File: config.mk
export PLATFORM = sky130hd
export DESIGN_NAME = vga_timing_gen
export DESIGN_NICKNAME = d
export VERILOG_FILES = /design/src/rtl/vga_timing_pkg.sv /design/src/rtl/sync_delay_line.sv /design/src/rtl/vga_timing_gen.sv
export SDC_FILE = /design/constraint.sdc
export NUM_CORES = 1
export LEC_CHECK = 0
export CORE_ASPECT_RATIO = 1.2
export CORE_MARGIN = 4
export CORE_UTILIZATION = 25
export CTS_CLUSTER_DIAMETER = 120
export DETAILED_ROUTE_END_ITERATION = 8
export PLACE_DENSITY_LB_ADDON = 0.3
export SETUP_SLACK_MARGIN = 0.05
export SLEW_MARGIN = 20
export SYNTH_ARGS = -nofsm -noshare
export SYNTH_HDL_FRONTEND = slang
export SYNTH_SLANG_ARGS = --single-unit
File: constraint.sdc
create_clock -name vga_clk -period 3.2 [get_ports vga_clk]
set_input_delay 0.48 -clock vga_clk [delete_from_list [all_inputs] [get_ports vga_clk]]
set_output_delay 0.48 -clock vga_clk [all_outputs]
set_load 0.01 [all_outputs]
File: src/rtl/vga_timing_pkg.sv
// Shared 640x480@60Hz raster constants and the coordinate type used by the timing generator.
// The sync helper returns the active-low sync level for a position against a [first, end) pulse window.
package vga_timing_pkg;

  typedef logic [9:0] coord_t;

  localparam int H_ACTIVE_D = 640;
  localparam int H_FP_D     = 16;
  localparam int H_SYNC_D   = 96;
  localparam int H_BP_D     = 48;
  localparam int H_TOTAL_D  = H_ACTIVE_D + H_FP_D + H_SYNC_D + H_BP_D;

  localparam int V_ACTIVE_D = 480;
  localparam int V_FP_D     = 10;
  localparam int V_SYNC_D   = 2;
  localparam int V_BP_D     = 33;
  localparam int V_TOTAL_D  = V_ACTIVE_D + V_FP_D + V_SYNC_D + V_BP_D;

  localparam int H_SYNC_START_D = H_ACTIVE_D + H_FP_D;
  localparam int H_SYNC_END_D   = H_SYNC_START_D + H_SYNC_D;
  localparam int V_SYNC_START_D = V_ACTIVE_D + V_FP_D;
  localparam int V_SYNC_END_D   = V_SYNC_START_D + V_SYNC_D;

  function automatic logic sync_n(input coord_t pos, input coord_t first, input coord_t last_excl);
    return !((pos >= first) && (pos < last_excl));
  endfunction

endpackage

File: src/rtl/sync_delay_line.sv
// Fixed-depth shift register with asynchronous preset, used to align hs/vs with the
// renderers' registered output path. DEPTH=0 collapses to a plain wire.
module sync_delay_line #(
  parameter int                WIDTH     = 2,
  parameter int                DEPTH     = 2,
  parameter logic [WIDTH-1:0]  RESET_VAL = '1
) (
  input  logic             clk,
  input  logic             rst,
  input  logic [WIDTH-1:0] din,
  output logic [WIDTH-1:0] dout
);

  if (DEPTH == 0) begin : g_wire
    logic unused_clk_rst;
    assign unused_clk_rst = clk ^ rst;
    assign dout = din;
  end else begin : g_pipe
    logic [WIDTH-1:0] sync_p [DEPTH];

    always_ff @(posedge clk or posedge rst) begin
      if (rst) begin
        for (int i = 0; i < DEPTH; i++) sync_p[i] <= RESET_VAL;
      end else begin
        sync_p[0] <= din;
        for (int i = 1; i < DEPTH; i++) sync_p[i] <= sync_p[i-1];
      end
    end

    assign dout = sync_p[DEPTH-1];
  end

endmodule

File: src/rtl/vga_timing_gen.sv
// Free-running raster timing source: pixel/line counters, visible-area flag, delayed
// active-low syncs, and a per-frame pulse plus wrapping frame counter.
module vga_timing_gen
  import vga_timing_pkg::*;
#(
  parameter int H_ACTIVE    = H_ACTIVE_D,
  parameter int H_FP        = H_FP_D,
  parameter int H_SYNC      = H_SYNC_D,
  parameter int H_BP        = H_BP_D,
  parameter int V_ACTIVE    = V_ACTIVE_D,
  parameter int V_FP        = V_FP_D,
  parameter int V_SYNC      = V_SYNC_D,
  parameter int V_BP        = V_BP_D,
  parameter int SYNC_DELAY  = 2,
  parameter int FRAME_CNT_W = 8
) (
  input  logic                   vga_clk,
  input  logic                   reset,
  output coord_t                 DrawX,
  output coord_t                 DrawY,
  output logic                   blank,
  output logic                   hs,
  output logic                   vs,
  output logic                   frame_start,
  output logic [FRAME_CNT_W-1:0] frame_count
);

  localparam int     H_TOTAL      = H_ACTIVE + H_FP + H_SYNC + H_BP;
  localparam int     V_TOTAL      = V_ACTIVE + V_FP + V_SYNC + V_BP;
  localparam coord_t H_LAST       = coord_t'(H_TOTAL - 1);
  localparam coord_t V_LAST       = coord_t'(V_TOTAL - 1);
  localparam coord_t H_VIS        = coord_t'(H_ACTIVE);
  localparam coord_t V_VIS        = coord_t'(V_ACTIVE);
  localparam coord_t H_SYNC_FIRST = coord_t'(H_ACTIVE + H_FP);
  localparam coord_t H_SYNC_END   = coord_t'(H_ACTIVE + H_FP + H_SYNC);
  localparam coord_t V_SYNC_FIRST = coord_t'(V_ACTIVE + V_FP);
  localparam coord_t V_SYNC_END   = coord_t'(V_ACTIVE + V_FP + V_SYNC);

  coord_t     hc;
  coord_t     vc;
  logic       hs_raw;
  logic       vs_raw;
  logic [1:0] sync_dly;

  // frame_start fires only on the real wrap, so the (0,0) held by reset never pulses it
  always_ff @(posedge vga_clk or posedge reset) begin
    if (reset) begin
      hc          <= '0;
      vc          <= '0;
      frame_start <= 1'b0;
      frame_count <= '0;
    end else begin
      frame_start <= 1'b0;
      if (hc == H_LAST) begin
        hc <= '0;
        if (vc == V_LAST) begin
          vc          <= '0;
          frame_start <= 1'b1;
          frame_count <= frame_count + 1'b1;
        end else begin
          vc <= vc + 1'b1;
        end
      end else begin
        hc <= hc + 1'b1;
      end
    end
  end

  assign DrawX  = hc;
  assign DrawY  = vc;
  assign blank  = (hc < H_VIS) && (vc < V_VIS);
  assign hs_raw = sync_n(hc, H_SYNC_FIRST, H_SYNC_END);
  assign vs_raw = sync_n(vc, V_SYNC_FIRST, V_SYNC_END);

  // Syncs trail the undelayed coordinates by the renderers' ROM + output register latency
  sync_delay_line #(
    .WIDTH    (2),
    .DEPTH    (SYNC_DELAY),
    .RESET_VAL(2'b11)
  ) u_sync_delay (
    .clk (vga_clk),
    .rst (reset),
    .din ({hs_raw, vs_raw}),
    .dout(sync_dly)
  );

  assign hs = sync_dly[1];
  assign vs = sync_dly[0];

endmodule
After elaboration in Yosys (flattened, before gate mapping)
Cells that the tools add are included.
{ "totals": {"register_bits": 33, "elab_cells": 27} }
{ "op_classes": {"n_eq_ne": 2, "n_addsub": 3, "n_reduce_logical": 6, "n_mux": 4, "magnitude_cmp": 6} }
{ "ops": {"columns": ["op", "count"], "rows": [
  ["10-bit by 1-bit adder with 10-bit output, second input constant", 2],
  ["10-bit equality test, second input constant", 2],
  ["10-bit < comparator, second input constant", 2],
  ["10-bit by 9-bit < comparator with 1-bit output, second input constant", 2],
  ["10-bit 2-to-1 mux", 2],
  ["10-bit >= comparator, second input constant", 1],
  ["10-bit by 9-bit >= comparator with 1-bit output, second input constant", 1],
  ["8-bit by 1-bit adder with 8-bit output, second input constant", 1],
  ["1-bit logical AND", 3],
  ["1-bit zero test", 2],
  ["1-bit 2-to-1 mux", 2],
  ["2-bit AND reduction", 1]
]} }

Depth between registers and ports, before layout
Gate-level depths: netlist (run 1).
{ "logic_depth": {"word_depth": 3, "mapped_depth": 7} }

Cells and area by module
Synthesis (run 1) repeated with hierarchy kept, for this count alone.
{ "hier_totals": {"hier_cells": 149, "hier_area_um2": 1597.8} }
{ "by_module_without_submodules": {"columns": ["mod", "cells_per_inst", "instances", "seq_area_each_um2", "area_each_um2"], "rows": [
  ["vga_timing_gen", 142, 1, 725.7, 1473.9],
  ["sync_delay_line", 7, 1, 105.1, 123.9]
]} }

Worst setup path after synthesis (run 1)
No wires, ideal clock.
{ "synth_timing": {"path_kind": "register to register", "startpoint": "reg vc[1], in the netlist DrawY[1]", "endpoint": "reg frame_count[6]", "period_less_slack_ns": 1.714, "setup_ns": 0.079, "path_buffers": 1, "required_ns": 3.121, "arrival_ns": 1.635, "stages_incl_launch_ff": 8, "slack_ns": 1.486, "path_cell_list": "dfrtp_1 > inv_1 > ha_1 > and4bb_2 > nand3_1 > buf_4 > nor4_1 > xor2_1"} }
{ "synth_between": {"elab_chain_len": 2} }
{ "synth_rtl": {"columns": ["item", "line_no", "rtl"], "rows": [
  ["start: declaration", "vga_timing_gen.sv:40", "coord_t vc;"],
  ["start signal: assignment", "vga_timing_gen.sv:61", "vc <= vc + 1'b1;"],
  ["10-bit equality test", "vga_timing_gen.sv:56", "if (vc == V_LAST) begin"],
  ["2-bit AND reduction (no source line)", null, null],
  ["end signal: assignment", "vga_timing_gen.sv:59", "frame_count <= frame_count + 1'b1;"],
  ["end: declaration", "vga_timing_gen.sv:25", "output logic [FRAME_CNT_W-1:0] frame_count"]
]} }
Every way passes these cells.
A chain may end at the register's enable or synchronous reset.

Final worst setup path (run 1)
{ "layout_timing": {"startpoint": "reg vc[5], in the netlist DrawY[5]", "endpoint": "out blank"} }
{ "layout_between": {"elab_chain_len": 2} }
{ "layout_rtl": {"columns": ["item", "line_no", "rtl"], "rows": [
  ["10-bit by 9-bit < comparator with 1-bit output", "vga_timing_gen.sv:71", "assign blank = (hc < H_VIS) && (vc < V_VIS);"],
  ["1-bit logical AND", "vga_timing_gen.sv:71", null],
  ["end: declaration", "vga_timing_gen.sv:21", "output logic blank,"]
]} }
Every way passes these cells.

==> results of run 1 <==
==> flip-flops by register name, summed over array words and instances (netlist names) <==
name,cells
DrawX,10
DrawY,10
frame_count,8
frame_start,1
u_sync_delay.dout,2
u_sync_delay.g_pipe.sync_p,2
==> through the flow <==
| step | worst slack, ns | total power (uW) | area (um2) | instances | hold slack (ns) |
|---|---|---|---|---|---|
| global route | 0.719 | 779 | 2110 | 267 | 0.361 |
| global placement | 1.12 | 436 | 2020 | 259 | 0.346 |
| finish | 0.828 | 747 | 2110 | 267 | 0.355 |
| floorplan | 1.49 | 431 | 1590 | 146 | 0.345 |
| detailed placement | 1.09 | 436 | 2020 | 259 | 0.347 |
| CTS | 0.816 | 761 | 2110 | 267 | 0.356 |
==> power groups by stage <==
stage | registers, uW | logic, uW | clock network, uW
after floorplan | 425 | 6.11 | 0
after global placement | 425 | 10.9 | 0
after detailed placement | 425 | 11.0 | 0
after CTS | 417 | 10.9 | 332
after global routing | 417 | 12.3 | 349
final | 417 | 10.1 | 319
==> cells in the mapped netlist (2+ instances only) <==
cell and n:
o21ai_0 7, nor4_1 2, and3_1 4, and4_1 2, xnor2_1 6, dfrtp_1 29, and2_1 3, a31oi_1 4
ha_1 5, nand4_1 4, inv_1 7, nor2_1 5, xor2_1 12, dfstp_2 4, nand3_1 14, nand2_1 11
nor3_1 9, buf_4 2
==> worst register-to-register path, stage by stage, from the launching register on <==
cell      delay [ns]
dfrtp_1         0.44
inv_1           0.10
ha_1            0.13
and4bb_2        0.23
nand3_1         0.36
nor2_1          0.34
mux2_2          0.37
==> metal layers <==
layer / routed length [um] / GRT usage, % / part of all wire, % / vias to the layer above
li1: - / - / - / 593
met1: 1560 / 12.8 / 46 / 567
met2: 1600 / 15.5 / 47 / 31
met3: 186 / 3.12 / 5.5 / 6
met4: 51 / 3.80 / 1.5 / 0
met5: 0 / 0 / 0 / -
==> cell type report <==
type,count,area (um2)
inverter,7,26.3
clock buffer,8,90.1
sequential,33,831
multi-input combinational,102,711
fill,661,4020
tap,82,103
timing repair buffer,35,345
==> kinds of logic (layout without fill, tap and decap cells) <==
| logic type | Yosys count | after routing | share of synthesized area [%] |
|---|---|---|---|
| AO/OA/AOI/OAI | 14 | 14 | 5.27 |
| XOR/XNOR | 18 | 18 | 9.91 |
| adder cells (fa/ha/maj) | 5 | 5 | 3.93 |
| buffers and inverters | 11 | 50 | 3.14 |
| flip-flops | 33 | 33 | 52.2 |
| multiplexers | 2 | 2 | 1.34 |
| AND/OR/NAND/NOR | 63 | 63 | 24.2 |
==> final timing paths <==
| path | start | to | depth (start not counted) |
|---|---|---|---|
| min in group asynchronous | reset | DrawY[1] | 3 |
| worst min register to register | u_sync_delay.g_pipe.sync_p[2] | u_sync_delay.dout[0] | 0 |
| max in group asynchronous | reset | u_sync_delay.g_pipe.sync_p[3] | 3 |
| worst max-delay path | DrawY[5] | blank | 4 |
| worst min-delay path | u_sync_delay.g_pipe.sync_p[2] | u_sync_delay.dout[0] | 0 |
| worst max register to register | DrawY[1] | frame_count[1] | 6 |
==> cell usage in the layout (no fill, tap or decap) <==
master / n
dfrtp_1: 29
nand3_1: 14
nand4_2: 1
nand2b_1: 1
and2_1: 3
and3_1: 4
a22o_1: 1
nor4b_4: 1
ha_1: 5
nor3b_1: 1
o21a_1: 1
clkdlybuf4s50_1: 33
a31oi_1: 4
dfstp_2: 4
mux2i_1: 1
nor2_1: 5
or2_2: 1
o31ai_1: 1
buf_4: 2
and4_1: 2
nand2_1: 11
xor2_1: 12
xnor2_1: 6
clkbuf_1: 2
o21ai_0: 7
nand4_1: 4
and2_0: 1
and4bb_2: 1
nor4_4: 1
inv_1: 7
nor4_1: 2
mux2_2: 1
nor4b_2: 1
nor3_1: 9
clkbuf_8: 6
==> metrics.md, run 1 <==
| Metric | Value |
|---|---|
| Initial Util | `between 20% and 30%` |
| CP required | `2.72 ns` |
| Register area share after synthesis | `52.2%` |
| Seq cells post-synth | `33` |
| DRC marker count from the first detailed-route iteration | `85` |
| Worst Path Arrival | `approximately 1.9 ns` |
| Row cnt | `31` |
| Final hold vios | `0` |
| Setup violations, final | `0` |
| Max Freq | `422 MHz` |
| Initial antenna violation count | `0` |
| Resized Gates After CTS | `0` |
| Drt first pass iters | `4` |
| Util after Layout | `34.4%` |
| Hold_buf cts | `0` |
| Share of cells above drive strength 1 | `between 10% and 20%` |
| Clk network pwr share | `42.7%` |
| P_int | `around 600 uW` |
| Max-Cap Viols | `0` |
| Clock tree buffer depth | `2` |
| Reg clk slew, reported paths | `0.07 ns` |
| Synthesized area | `1590 um2` |
| Slew HR | `approximately three fifths` |
| First-pass GRT wire length | `5840 um` |
| P_sw | `between 150 and 200 uW` |
| DP Wirelength | `around 2400 um` |
| Status | `finished clean` |
| Max incr delay on CP | `roughly 0.56 ns` |
| Primary FF master, synth | `dfrtp_1` |
| Synthesized Nets | `approximately 150` |
| Reg power frac | `55.9%` |
| H-tree depth | `2` |
| Peak VDD IR | `approximately 0.18 mV` |
| Worst min-delay path category | `reg2reg` |
| Vias in the first global route | `between 1,000 and 1,500` |
| CTS Buf Count | `5` |
| DRC | `0` |
| RSZ-0062 raised after global routing | `no` |
| Pwr Density | `355 nW/um2` |
| Clock period minus worst slack | `2.37 ns` |
| Mapped Cells | `146` |
| Die width | `80.8 um` |
| Area grow syn2layout | `32.3%` |
| Core footprint | `6130 um2` |
| R2R setup slack | `1.11 ns` |
| DR WL/cell | `12.7 um` |
| Worst path top cell family by delay | `simple AND/OR/NAND/NOR gates` |
| Post-route ant nets | `0` |
| Routed WL | `3390 um` |
| Leakage | `between 0.0009 and 0.001 uW` |
| Number of diodes | `0` |
| Grt total ovfl | `0` |
| DIE HEIGHT | `approximately 95 um` |
| Area fraction of the dominant cell type after synthesis | `45.6%` |
| Sink Count | `33` |
| Clk_lat worst skew | `~0.28 ns` |
| Die area | `7710 um2` |
| Top cells by area, synth | `dfrtp_1, dfstp_2, xor2_1` |
| Syn avg cell area | `10.9 um2` |
| Buf/Inv on CP | `1` |
| Async SR Flop Fraction | `100%` |
| Setup Fix Bufs, Post-CTS | `0` |
| CTS tree | `built` |
| Combinational share of power | `under 10%` |
| Biggest fanout along the worst timing path | `6` |
| Root buffer cell | `clkbuf_8` |
| Worst setup SP type | `register` |
| Most area-hungry cell type in the Yosys netlist | `dfrtp_1` |
| Crit. End Element | `output pin` |
| Crit path cell chain | `and3_1 > and2_1 > nor3_1 > clkdlybuf4s50_1` |
| GRT Overall Usage | `under 10%` |
| Setup TNS | `0 ns` |
| Post-synth EDFFs | `0` |
| Clk_skew | `0.00667 ns` |
| WS Path Type | `reg2out` |
| I/O Pins | `34` |
| Largest net degree at the start of global routing | `34` |
| Sw frac | `20.3%` |
| Ys Warns | `0` |
| IO Port Bufs | `33` |
| Post-synth cell types | `34` |
| Cell with the largest stage delay on the worst path | `clkdlybuf4s50_1` |
| Final nets | `191` |
| RD Place Congestion | `approximately 0.77` |
| Vias | `1,197` |
| Drt via density | `4.48` |
| Slew Viols, Final | `0` |
| Period utilisation layout | `74.1%` |
| Least-Margin Pin Slew | `about 0.59 ns` |
Note: power is estimated with default switching activity, not from simulation.
==> inputs of run 2 (changes only) <==
Clock period 3.2 ns to 2.42 ns, I/O delays scaled along.
==> run 2 against run 1 <==
Combinational power rose by 32%. Cell area grew 1.1%. Worst hold slack improved by 0.00052 ns. Die area did not move.
==> metrics.md, run 2 (synthesis gave the netlist of run 1 again) <==
| Metric | Value |
|---|---|
| GRT Overall Usage | `10.1% (+0.14 points)` |
| Power Total | `964 uW (+29%)` |
| Root buffer cell | `clkbuf_8` |
| Routed WL | `3500 um (+3.1%)` |
| DP Wirelength | `2520 um (+3.1%)` |
| Most frequent cells in the layout | `clkdlybuf4s50_1, dfrtp_1, nand3_1` |
| RSZ-0062 raised after global routing | `no` |
| Commonest non-fill, non-tap cell in the layout | `clkdlybuf4s50_1` |
| Number of diodes | `0 (unchanged)` |
| Hold_buf cts | `0 (unchanged)` |
| Initial antenna violation count | `0 (unchanged)` |
| Final hold vios | `0 (unchanged)` |
| Grt total ovfl | `0 (unchanged)` |
| Initial Util | `26.0% (unchanged)` |
| DIE HEIGHT | `95.4 um (unchanged)` |
| Drt via density | `4.49 (+0.25%)` |
| Status | `finished clean` |
| Slew HR | `72.0% (+11 points)` |
| Layout filler cell count | `652 (-1.4%)` |
| Vias in the first global route | `1,256 (+2.9%)` |
| DRC marker count from the first detailed-route iteration | `58 (-32%)` |
| Cell with the largest stage delay on the worst path | `clkdlybuf4s50_1` |
| Clock tree buffer depth | `2 (unchanged)` |
| Post-route ant nets | `0 (unchanged)` |
| I/O Pins | `34 (unchanged)` |
| Clock period minus worst slack | `2.23 ns` |
| Crit path cell chain | `and3_1 > and2_1 > nor3_1 > clkdlybuf4s50_1` |
| Clk_skew | `0.00220 ns (-0.00446 ns)` |
| H-tree depth | `2 (unchanged)` |
| Max incr delay on CP | `0.56 ns (about the same)` |
| Setup Fix Bufs, Post-CTS | `0 (unchanged)` |
| Setup violations, final | `0 (unchanged)` |
| Largest net degree at the start of global routing | `34 (unchanged)` |
| Die width | `80.8 um (unchanged)` |
| CTS tree | `built` |
| Peak VDD IR | `0.192 mV (+7.8%)` |
| Core footprint | `6130 um2 (unchanged)` |
| Max Freq | `449 MHz` |
| Worst setup SP type | `register` |
| Resized Gates After CTS | `0 (unchanged)` |
| WHS | `0.356 ns (+0.000522 ns)` |
| Max-Cap Viols | `0 (unchanged)` |
| WS Path Type | `reg2out` |
| Reg clk slew, reported paths | `0.07 ns (about the same)` |
| Leakage | `0.000930 uW (+1.9%)` |
| Period utilisation layout | `roughly 92%` |
| Pwr Density | `453 nW/um2 (+28%)` |
| Biggest fanout along the worst timing path | `6 (unchanged)` |
| Slew Viols, Final | `0 (unchanged)` |
| Worst min-delay path category | `reg2reg` |
| CP required | `2.06 ns (-0.66 ns)` |
| Drt first pass iters | `4 (unchanged)` |
| Crit. End Element | `output pin` |
| Row cnt | `31 (unchanged)` |
| Share of cells above drive strength 1 | `12.7% (+2.4 points)` |
| Die area | `7710 um2 (unchanged)` |
| DR WL/cell | `12.9 um (+1.6%)` |
| Area grow syn2layout | `33.7%` |
| RD Place Congestion | `0.804 (+5.0%)` |
| Final nets | `195 (+2.1%)` |
| CTS Buf Count | `5 (unchanged)` |
| Vias | `1,218 (+1.8%)` |
| Clk_lat worst skew | `0.28 ns (about the same)` |
| Sink Count | `33 (unchanged)` |
| DRC | `0 (unchanged)` |
| IO Port Bufs | `33 (unchanged)` |
| First-pass GRT wire length | `6000 um (+2.8%)` |
| Worst Path Arrival | `1.87 ns (-0.02 ns)` |
| Least-Margin Pin Slew | `0.420 ns (-0.168 ns)` |
| Setup TNS | `0 ns (unchanged)` |
-- run 2: changes by cell type in the layout (fill, tap and decap cells not counted) --
cell	delta
buf_4	+4
clkbuf_1	-1
clkbuf_8	-1
clkinv_2	+2
-- run 2: per-layer routing --
layer	GRT usage, %	vias up	share of wire [%]
li1	-	592	-
met3	3.88	6	5.7
met5	0	-	0
met4	3.52	0	1.5
met2	16.1	29	48
met1	12.4	591	45
-- run 2: final timing paths --
| kind | startpoint | endpoint | slack, ns | cells past startpoint |
|---|---|---|---|---|
| setup / recovery | DrawY[5] | blank | 0.19 | 4 |
| setup reg to reg | DrawY[1] | frame_count[1] | 0.40 | 6 |
| hold reg to reg | u_sync_delay.g_pipe.sync_p[3] | u_sync_delay.dout[1] | 0.36 | 0 |
| hold / removal | u_sync_delay.g_pipe.sync_p[3] | u_sync_delay.dout[1] | 0.36 | 0 |
| max in group asynchronous | reset | u_sync_delay.dout[0] | 1.61 | 3 |
| min in group asynchronous | reset | DrawX[3] | 0.48 | 3 |
-- run 2: cell type report --
cell class	count	area, um2	share of cell area, %
clock buffer	6	72.6	3.41
clock inverter	2	10.0	0.470
inverter	7	26.3	1.23
multi-input combinational	102	711	33.4
sequential	33	831	39.0
tap	82	103	4.82
timing repair buffer	39	375	17.6
-- run 2: stage by stage --
step                worst slack [ns]  cells  utilization (%)  area [um2]
CTS                            0.184    271             34.7        2130
detailed placement             0.406    263             33.4        2050
finish                         0.192    271             34.7        2130
floorplan                      0.706    146                -        1590
global route                  0.0624    271             34.7        2130
global placement               0.405    263             33.4        2050
-- run 2: power breakdown --
group	switching [uW]	total, uW	internal (uW)
combinational	10.7	13.3	2.59
sequential	0	552	552
clock	200	399	199
total	211	964	754
-- run 2: worst max-delay path: cells and delay by family, from the launching register on --
| family | cells | cell delay [ns] |
|---|---|---|
| and+or+nand+nor | 3 | 0.59 |
| buffers and inverters | 1 | 0.56 |
| DFF | 1 | 0.44 |
